File: config.mk
export PLATFORM = sky130hd
export DESIGN_NAME = car_sequencer
export DESIGN_NICKNAME = d
export VERILOG_FILES = /design/src/rtl/car_sequencer_pkg.sv /design/src/rtl/car_sequencer_dispatch.sv /design/src/rtl/car_sequencer.sv
export SDC_FILE = /design/constraint.sdc
export NUM_CORES = 1
export LEC_CHECK = 0
export CAP_MARGIN = 20
export CORE_MARGIN = 2
export CORE_UTILIZATION = 42
export DETAILED_ROUTE_END_ITERATION = 6
export GPL_TIMING_DRIVEN = 0
export PLACE_DENSITY = 0.72
export REMOVE_ABC_BUFFERS = 1
export SYNTH_ARGS = -nofsm -noshare
export SYNTH_HDL_FRONTEND = slang
export SYNTH_SLANG_ARGS = --single-unit
File: constraint.sdc
create_clock -name clk -period 3.3 [get_ports clk]
set_clock_uncertainty 0.15 [all_clocks]
set_input_delay 0.33 -clock clk [delete_from_list [all_inputs] [get_ports clk]]
set_output_delay 0.33 -clock clk [all_outputs]
set_load 0.05 [all_outputs]
File: src/rtl/car_sequencer_pkg.sv
// Shared control-sequencer definitions: CAR encodings, register numbers,
// opcode field constants and small decode helpers used by the sequencer
// and the ControlUnit.
package car_sequencer_pkg;

    localparam int unsigned CAR_W = 6;

    // Register numbers as they appear in the source/destination fields
    localparam logic [3:0] REG_PC = 4'd0;
    localparam logic [3:0] REG_SP = 4'd1;
    localparam logic [3:0] REG_SR = 4'd2;
    localparam logic [3:0] REG_R3 = 4'd3;

    // Opcode field constants
    localparam logic [2:0] OPC_JMP      = 3'b001;  // IR[15:13]
    localparam logic [5:0] OPC_FMT2     = 6'b000100; // IR[15:10]
    localparam logic [3:0] OPC_FMT1_MIN = 4'h4;    // IR[15:12] lower bound
    localparam logic [2:0] F2_PUSH      = 3'b100;  // IR[9:7]
    localparam logic [2:0] F2_CALL      = 3'b101;
    localparam logic [2:0] F2_RETI      = 3'b110;
    localparam logic [2:0] F2_ILL       = 3'b111;

    typedef enum logic [1:0] {
        CLS_REG,
        CLS_IDX,
        CLS_IND
    } src_class_e;

    // Each multi-state sequence occupies consecutive codes so that the
    // non-terminal states simply advance by one.
    typedef enum logic [CAR_W-1:0] {
        CAR_0 = 6'd0,
        CAR_REG_REG,
        CAR_REG_IDX0, CAR_REG_IDX1, CAR_REG_IDX2, CAR_REG_IDX3,
        CAR_IND_REG0, CAR_IND_REG1,
        CAR_IND_IDX0, CAR_IND_IDX1, CAR_IND_IDX2, CAR_IND_IDX3, CAR_IND_IDX4,
        CAR_IDX_REG0, CAR_IDX_REG1, CAR_IDX_REG2,
        CAR_IDX_IDX0, CAR_IDX_IDX1, CAR_IDX_IDX2, CAR_IDX_IDX3, CAR_IDX_IDX4,
        CAR_IDX_IDX5,
        CAR_1OP_REG,
        CAR_1OP_IND0, CAR_1OP_IND1, CAR_1OP_IND2,
        CAR_1OP_IDX0, CAR_1OP_IDX1, CAR_1OP_IDX2, CAR_1OP_IDX3,
        CAR_PUSH_REG0, CAR_PUSH_REG1, CAR_PUSH_REG2,
        CAR_PUSH_IND0, CAR_PUSH_IND1, CAR_PUSH_IND2,
        CAR_PUSH_IDX0, CAR_PUSH_IDX1, CAR_PUSH_IDX2, CAR_PUSH_IDX3,
        CAR_CALL_REG0, CAR_CALL_REG1, CAR_CALL_REG2,
        CAR_CALL_IND0, CAR_CALL_IND1, CAR_CALL_IND2,
        CAR_CALL_IDX0, CAR_CALL_IDX1, CAR_CALL_IDX2, CAR_CALL_IDX3,
        CAR_RETI0, CAR_RETI1, CAR_RETI2, CAR_RETI3,
        CAR_INT0, CAR_INT1, CAR_INT2, CAR_INT3, CAR_INT4,
        CAR_JMP0
    } car_e;

    // Source operand class; the constant generator (R3 always, R2 with
    // indirect modes) needs no operand fetch and counts as register mode.
    function automatic src_class_e src_class(input logic [3:0] sreg,
                                             input logic [1:0] as);
        if (sreg == REG_R3 || (sreg == REG_SR && as[1]))
            return CLS_REG;
        case (as)
            2'b00:   return CLS_REG;
            2'b01:   return CLS_IDX;
            default: return CLS_IND;
        endcase
    endfunction

    // States at which the next instruction (or interrupt) is dispatched
    function automatic logic is_dispatch(input car_e c);
        case (c)
            CAR_0, CAR_REG_REG, CAR_REG_IDX3, CAR_IND_REG1, CAR_IND_IDX4,
            CAR_IDX_REG2, CAR_IDX_IDX5, CAR_1OP_REG, CAR_1OP_IND2,
            CAR_1OP_IDX3, CAR_PUSH_REG2, CAR_PUSH_IND2, CAR_PUSH_IDX3:
                return 1'b1;
            default:
                return 1'b0;
        endcase
    endfunction

    // Terminal states of control-transfer sequences; they refetch via CAR_0
    function automatic logic is_flush(input car_e c);
        case (c)
            CAR_JMP0, CAR_CALL_REG2, CAR_CALL_IND2, CAR_CALL_IDX3,
            CAR_RETI3, CAR_INT4:
                return 1'b1;
            default:
                return 1'b0;
        endcase
    endfunction

    function automatic logic is_valid(input car_e c);
        return c <= CAR_JMP0;
    endfunction

endpackage

File: src/rtl/car_sequencer_dispatch.sv
// Combinational instruction decode: maps the instruction word to the first
// control state of its microsequence and flags unsupported encodings.
module car_dispatch
    import car_sequencer_pkg::*;
(
    input  logic [15:0] IR,
    output car_e        target,
    output logic        illegal
);

    src_class_e f1_cls;
    src_class_e f2_cls;
    logic       unused_ir_bw;

    assign f1_cls = src_class(IR[11:8], IR[5:4]);
    assign f2_cls = src_class(IR[3:0], IR[5:4]);
    // Byte/word select does not change the microsequence
    assign unused_ir_bw = IR[6];

    // Select the first state of the sequence implied by the opcode format
    always_comb begin
        target  = CAR_0;
        illegal = 1'b1;
        if (IR[15:13] == OPC_JMP) begin
            target  = CAR_JMP0;
            illegal = 1'b0;
        end else if (IR[15:12] >= OPC_FMT1_MIN) begin
            illegal = 1'b0;
            case (f1_cls)
                CLS_REG: target = IR[7] ? CAR_REG_IDX0 : CAR_REG_REG;
                CLS_IDX: target = IR[7] ? CAR_IDX_IDX0 : CAR_IDX_REG0;
                default: target = IR[7] ? CAR_IND_IDX0 : CAR_IND_REG0;
            endcase
        end else if (IR[15:10] == OPC_FMT2 && IR[9:7] != F2_ILL) begin
            illegal = 1'b0;
            case (IR[9:7])
                F2_PUSH: begin
                    case (f2_cls)
                        CLS_REG: target = CAR_PUSH_REG0;
                        CLS_IDX: target = CAR_PUSH_IDX0;
                        default: target = CAR_PUSH_IND0;
                    endcase
                end
                F2_CALL: begin
                    case (f2_cls)
                        CLS_REG: target = CAR_CALL_REG0;
                        CLS_IDX: target = CAR_CALL_IDX0;
                        default: target = CAR_CALL_IND0;
                    endcase
                end
                F2_RETI: target = CAR_RETI0;
                default: begin
                    case (f2_cls)
                        CLS_REG: target = CAR_1OP_REG;
                        CLS_IDX: target = CAR_1OP_IDX0;
                        default: target = CAR_1OP_IND0;
                    endcase
                end
            endcase
        end
    end

endmodule

File: src/rtl/car_sequencer.sv
// Control address register sequencer: Moore FSM whose state is the CAR
// driving the ControlUnit. Walks each instruction's microsequence, takes
// interrupts only at dispatch states, and honours memory stalls.
module car_sequencer
    import car_sequencer_pkg::*;
#(
    parameter int unsigned CAR_BITS = 6
) (
    input  logic                clk,
    input  logic                rst,
    input  logic [15:0]         IR,
    input  logic                INTREQ,
    input  logic                Stall,
    output logic [CAR_BITS-1:0] CAR,
    output logic                Dispatch,
    output logic                Illegal
);

    car_e state;
    car_e dispatch_target;
    logic dispatch_illegal;

    car_dispatch u_dispatch (
        .IR      (IR),
        .target  (dispatch_target),
        .illegal (dispatch_illegal)
    );

    assign CAR      = CAR_BITS'(state);
    assign Dispatch = is_dispatch(state);

    // Sequencer state and registered illegal-opcode pulse
    always_ff @(posedge clk) begin
        if (rst) begin
            state   <= CAR_0;
            Illegal <= 1'b0;
        end else if (Stall) begin
            Illegal <= 1'b0;
        end else begin
            Illegal <= 1'b0;
            if (is_dispatch(state)) begin
                if (INTREQ) begin
                    state <= CAR_INT0;
                end else begin
                    state   <= dispatch_target;
                    Illegal <= dispatch_illegal;
                end
            end else if (is_flush(state) || !is_valid(state)) begin
                state <= CAR_0;
            end else begin
                state <= car_e'(state + 6'd1);
            end
        end
    end

endmodule
==> impl_metrics.json, run 1 <==
{
  "status": "complete, no violations",
  "fin_ws_ps": 137.7,
  "finalPower_uw": 604.0,
  "vias": 1138,
  "whs_ps": 493.9,
  "crit_buf_inv": 2,
  "grt_max_degree": 16,
  "die_w_um": 52.14,
  "holdPathStages": 2,
  "worstSetupPathType": "in -> reg",
  "synth_seq_area_share_pct": 16.45,
  "synth_cell_types": 53,
  "synth_edf_count": 0,
  "grt_pass1_wl_mm": 4.450,
  "cts_root_buffer": "clkbuf_4",
  "hold_path_end": "CAR[5]$_SDFFE_PP0N_",
  "drtAntennaViolNets": 0,
  "cts_hold_buffers": 0,
  "synthDominantCellAreaShare_pct": 16.45,
  "tightestPinTransition_ps": 502.0,
  "synthArstFlopShare_pct": 0,
  "final-setup-viol-count": 0,
  "drt-pass1-iter-count": 4,
  "syn_avg_cell_area_um2": 7.319,
  "clk_latency_ps": 260,
  "grt_overflow_total": 0,
  "cts_setup_buffers": 0,
  "core_area_um2": 2212,
  "met3_length_um": 106,
  "drt-total-wl_mm": 2.825,
  "fmax_mhz": 316.2,
  "grt_pass1_vias": 1024,
  "wl_met1_mm": 1.254,
  "worst_path_largest_cell_delay_ps": 600,
  "fin_tns_setup_ps": 0,
  "hold_class": "reg -> reg",
  "rsz0062_at_grt": "false",
  "cp_data_arrival_time_ps": 3200,
  "cts-resized-gates": 0,
  "antenna_found_initial": 0,
  "path_max_fanout": 8,
  "drc_errors": 0,
  "start_util_pct": 44.00,
  "crit_required_ps": 3330,
  "r2r_cells": 12,
  "reg2reg_from": "CAR[0]$_SDFFE_PP0N_",
  "rows": 17,
  "syn_inst": 133,
  "area_growth_syn_to_layout_pct": 30.59,
  "r2r_slack_ps": 320,
  "clkSlewWorstSetupHoldPaths_ps": 50,
  "power.leakage_nw": 0.4779,
  "synthesis.area_um2": 973.4,
  "drv_cap": 0,
  "ir_drop_mv": 0.4151,
  "cts_buffers": 3,
  "wl_met2_mm": 1.449,
  "yosys-top-cells-count": "12 x nor2_1, 10 x a21oi_1, 9 x inv_1, 8 x dfxtp_1, 8 x nand2_1",
  "start_kind": "primary input",
  "clk_path_buf_depth": 2,
  "die_area_um2": 2719,
  "cp_top_family": "simple AND/OR/NAND/NOR gates",
  "synth.area.top_cells": "dfxtp_1 16%, ha_1 6.4%, a21oi_1 5.1%, nor2_1 4.6%, a211o_1 3.6%",
  "drive_above_1_share_pct": 6.369,
  "ys_seq_elements": 8,
  "diodes": 0,
  "yosysTopAreaCell": "dfxtp_1",
  "cts.htree.levels": 1,
  "crit_path_cell_trace": "clkdlybuf4s50_1, or3b_4, o22a_1, a211o_1, nand3_1, and3_1, ha_1, inv_1, mux2i_1, or4b_1, o211ai_2",
  "p_per_area_nw_per_um2": 475.1,
  "min_from": "CAR[5]$_SDFFE_PP0N_",
  "fin_nets": 184,
  "die_h_um": 52.14,
  "port_buffers": 26,
  "wl_per_cell_um": 15.27,
  "maxSlewHeadroom_pct": 66.53,
  "dp_hpwl_mm": 2.275,
  "gr-usage-all-layers_pct": 22.03,
  "yosysMostFrequentCell": "nor2_1",
  "end_kind": "flip-flop",
  "drt_iter0_drc": 30,
  "gp_congestion": 0.8764,
  "final_max_slew_viol_count": 0,
  "period_needed_ps": 3162,
  "tritoncts": "yes",
  "ys.flop_type": "dfxtp_1",
  "hold_viol": 0,
  "via_per_inst": 6.151,
  "period_share_pct": 95.83,
  "cp_slowest_cell": "clkdlybuf4s50_1",
  "rr_endpoint": "Dispatch$_DFF_P_",
  "cts_sinks": 8,
  "yosysWarnings": 0,
  "pin_count": 28,
  "highest_layer": "met4",
  "pre_cts_ws_ps": -126.7
}
[where the power goes]
| group | total (mW) | switching, mW | internal [mW] | leakage (nW) |
|---|---|---|---|---|
| logic | 0.366 | 0.207 | 0.158 | 0.398 |
| registers | 0.165 | 0.0469 | 0.119 | 0.0659 |
| clock network | 0.0730 | 0.0315 | 0.0415 | 0.0138 |
[worst min-delay path, cell delays in order, from the launching register on]
cell and delay (ps):
dfxtp_1 340, o21ai_0 90, a221oi_1 130
[how the worst max path moves through the flow]
stage | endpoint | slack, ps | from | depth (start not counted)
after floorplan | Dispatch$_DFF_P_ | 320 | CAR[0]$_SDFFE_PP0N_ | 12
after global placement | Dispatch$_DFF_P_ | -50 | IR[9] | 11
after detailed placement | Dispatch$_DFF_P_ | -130 | IR[9] | 11
after CTS | Dispatch$_DFF_P_ | 130 | IR[9] | 11
after global routing | Dispatch$_DFF_P_ | 20 | IR[9] | 12
final | Dispatch$_DFF_P_ | 140 | IR[9] | 11
[stage by stage]
stage	instance area, µm²	util, %	cells
after floorplan	953.4	-	128
after global placement	1249	56.45	182
after detailed placement	1249	56.45	182
after CTS	1271	57.47	185
after global routing	1271	57.47	185
final	1271	57.47	185
[cell type report]
class | instances | area (µm²)
timing repair buffer | 26 | 260.3
multi-input combinational | 111 | 759.5
sequential | 8 | 160.2
clock buffer | 3 | 22.52
fill | 220 | 940.9
tap | 28 | 35.03
inverter | 9 | 33.78
[layer usage]
metal,track usage [%],vias to the layer above
met5,0,-
met4,4.274,0
met3,4.310,3
met2,41.98,22
met1,25.18,545
li1,-,568
[cell families after synthesis]
logic type,count (synthesis),share of synthesized area [%]
AOI/OAI and AO/OA,48,36.63
and+or+nand+nor,57,33.93
buffers and inverters,14,5.526
DFF,8,16.45
muxes,1,1.028
adders and majority gates,5,6.427
[state kept, by name (all words and copies together) (netlist names)]
signal    cells
CAR           6
Illegal       1
Dispatch      1
[placed cells by master, fill, tap and decap left out, types with 2 or more instances in the layout]
master	count
ha_1	5
nor2_1	12
inv_1	9
clkbuf_4	3
o21ai_0	5
and2_1	2
nor3_1	5
nand2b_1	4
o21a_1	2
nand4_1	2
a21oi_1	10
clkdlybuf4s50_1	26
a22oi_1	2
a311oi_1	2
nor2b_1	2
dfxtp_1	8
a211o_1	4
nand3_1	5
nand2_1	8
a21boi_0	2
or3_1	2
o22a_1	2
a21o_1	2
and3_1	4
(Power assumes the default switching activity.)
==> run 2: changes to the inputs <==
- CELL_PAD_IN_SITES_DETAIL_PLACEMENT: not set -> 1
- CELL_PAD_IN_SITES_GLOBAL_PLACEMENT: not set -> 2
- CORE_UTILIZATION: 42 -> 26
- CTS_CLUSTER_DIAMETER: not set -> 150
- PLACE_DENSITY: 0.72 -> not set
- PLACE_DENSITY_LB_ADDON: not set -> 0.1
==> impl_metrics.json, run 2 (synthesis gave the netlist of run 1 again) <==
{
  "r2r_cells": 12,
  "final_max_slew_viol_count": 0,
  "grt_overflow_total": 0,
  "tritoncts": "yes",
  "critical_path.endpoint": "Dispatch$_DFF_P_",
  "die_h_um": 65.19,
  "rr_endpoint": "Dispatch$_DFF_P_",
  "cp_common_cell": "nor2_1",
  "final_cells": 205,
  "wl_met1_mm": 1.663,
  "cts_setup_buffers": 0,
  "r2r_slack_ps": 330,
  "status": "complete, no violations",
  "grt_pass1_wl_mm": 5.409,
  "drc_errors": 0,
  "worst_path_largest_cell_delay_ps": 520,
  "utilization_pct": 36.33,
  "cts_sinks": 8,
  "drt_iter0_drc": 56,
  "clk_latency_ps": 220,
  "worstSetupPathType": "in -> reg",
  "start_util_pct": 26.79,
  "fmax_mhz": 325.2,
  "drv_cap": 0,
  "path_max_fanout": 8,
  "crit_buf_inv": 2,
  "cp_top_family": "simple AND/OR/NAND/NOR gates",
  "final-setup-viol-count": 0,
  "layout_common_cells": "24 x clkdlybuf4s50_1, 12 x nor2_1, 10 x a21oi_1",
  "crit_required_ps": 3300,
  "multi_input_area_um2": 759.5,
  "wl_per_cell_um": 15.76,
  "drt-pass1-iter-count": 4,
  "period_share_pct": 93.18,
  "reg2reg_from": "CAR[0]$_SDFFE_PP0N_",
  "cts_root_buffer": "clkbuf_8",
  "area_growth_syn_to_layout_pct": 35.60,
  "gr-usage-all-layers_pct": 16.21,
  "rows": 22,
  "drive_above_1_share_pct": 6.369,
  "p_per_area_nw_per_um2": 494.5,
  "crit_path_cell_trace": "clkdlybuf4s50_1, nor2_1, a22oi_1, a21o_1, o221a_2, nor2_1, ha_1, inv_1, mux2i_1, or4b_1, o211ai_2",
  "clkSlewWorstSetupHoldPaths_ps": 40,
  "rsz0062_at_grt": "false",
  "die_w_um": 65.19,
  "cts.htree.levels": 1,
  "seq_area_um2": 160.2,
  "clk_path_buf_depth": 2,
  "fin_tns_setup_ps": 0,
  "diodes": 0,
  "hold_class": "in -> reg",
  "wl_met2_mm": 1.479,
  "largest_register_ffs": 6,
  "pin_count": 28,
  "cp_slowest_cell": "or4b_1",
  "start_kind": "primary input",
  "setup.worst_path.start": "IR[14]",
  "hold_viol": 0,
  "path_depth": 11,
  "end_kind": "flip-flop",
  "drtAntennaViolNets": 0,
  "period_needed_ps": 3075,
  "grt_max_degree": 16,
  "grt_pass1_vias": 1115,
  "port_buffers": 26,
  "vias": 1137,
  "gp_congestion": 0.8251,
  "dp_hpwl_mm": 2.608,
  "core_area_um2": 3633,
  "place_inst": 202,
  "drt-total-wl_mm": 3.230,
  "highest_layer": "met3",
  "via_per_inst": 5.546,
  "met3_length_um": 87,
  "antenna_found_initial": 0,
  "ir_drop_mv": 0.2042,
  "fin_nets": 184,
  "final_common_cell": "clkdlybuf4s50_1",
  "cp_data_arrival_time_ps": 3080,
  "tightestPinTransition_ps": 532.2,
  "cts_buffers": 3,
  "n_fill_cell": 461,
  "power.leakage_nw": 0.5040,
  "whs_ps": 486.4,
  "maxSlewHeadroom_pct": 64.39,
  "finalPower_uw": 652.7,
  "die_area_um2": 4250
}
==> run 2: cell type report <==
type,instances,area share [%]
clock buffers,3,3.128
multi-input cells,111,57.54
inverters,9,2.559
repair buffers,26,20.09
well taps,48,4.550
flip-flops and latches,8,12.13
==> run 2: what timing repair did <==
| item | in CTS | in global routing |
|---|---|---|
| resized for setup | 0 | 2 |
| hold buffers | 0 | 0 |
| endpoints found under the setup margin | 0 | 1 |
==> run 2: worst min-delay path by stage <==
stage	startpoint	slack [ps]	to	cells after the start
2_1_floorplan	rst	250	CAR[0]$_SDFFE_PP0N_	1
3_3_place_gp	CAR[5]$_SDFFE_PP0N_	490	CAR[5]$_SDFFE_PP0N_	2
3_5_place_dp	CAR[5]$_SDFFE_PP0N_	490	CAR[5]$_SDFFE_PP0N_	2
4_1_cts	CAR[5]$_SDFFE_PP0N_	510	CAR[5]$_SDFFE_PP0N_	2
5_1_grt	IR[9]	530	Illegal$_SDFF_PP0_	3
6_report	IR[9]	490	Illegal$_SDFF_PP0_	3
==> run 2: stage by stage <==
stage / instance area, µm² / setup slack [ps]
CTS: 1315 / 104.7
finish: 1320 / 225.0
detailed placement: 1274 / -122.1
global placement: 1274 / -119.2
floorplan: 953.4 / 324.0
global route: 1320 / 1.759
==> run 2: per-layer routing <==
metal / up-vias / GRT usage [%]
met1: 554 / 22.86
met3: 0 / 1.884
met5: - / 0
met4: 0 / 4.688
met2: 20 / 25.89
li1: 563 / -
==> run 2: tightest hold or removal path, cell delays in order <==
cell	delay [ps]
dlymetal6s2s_1	190
nand3_1	150
a2111oi_0	120
==> run 2: report_power, final <==
part	switching (mW)	total, mW	internal, mW
logic	0.211	0.370	0.158
registers	0.0485	0.167	0.119
clock network	0.0368	0.116	0.0789
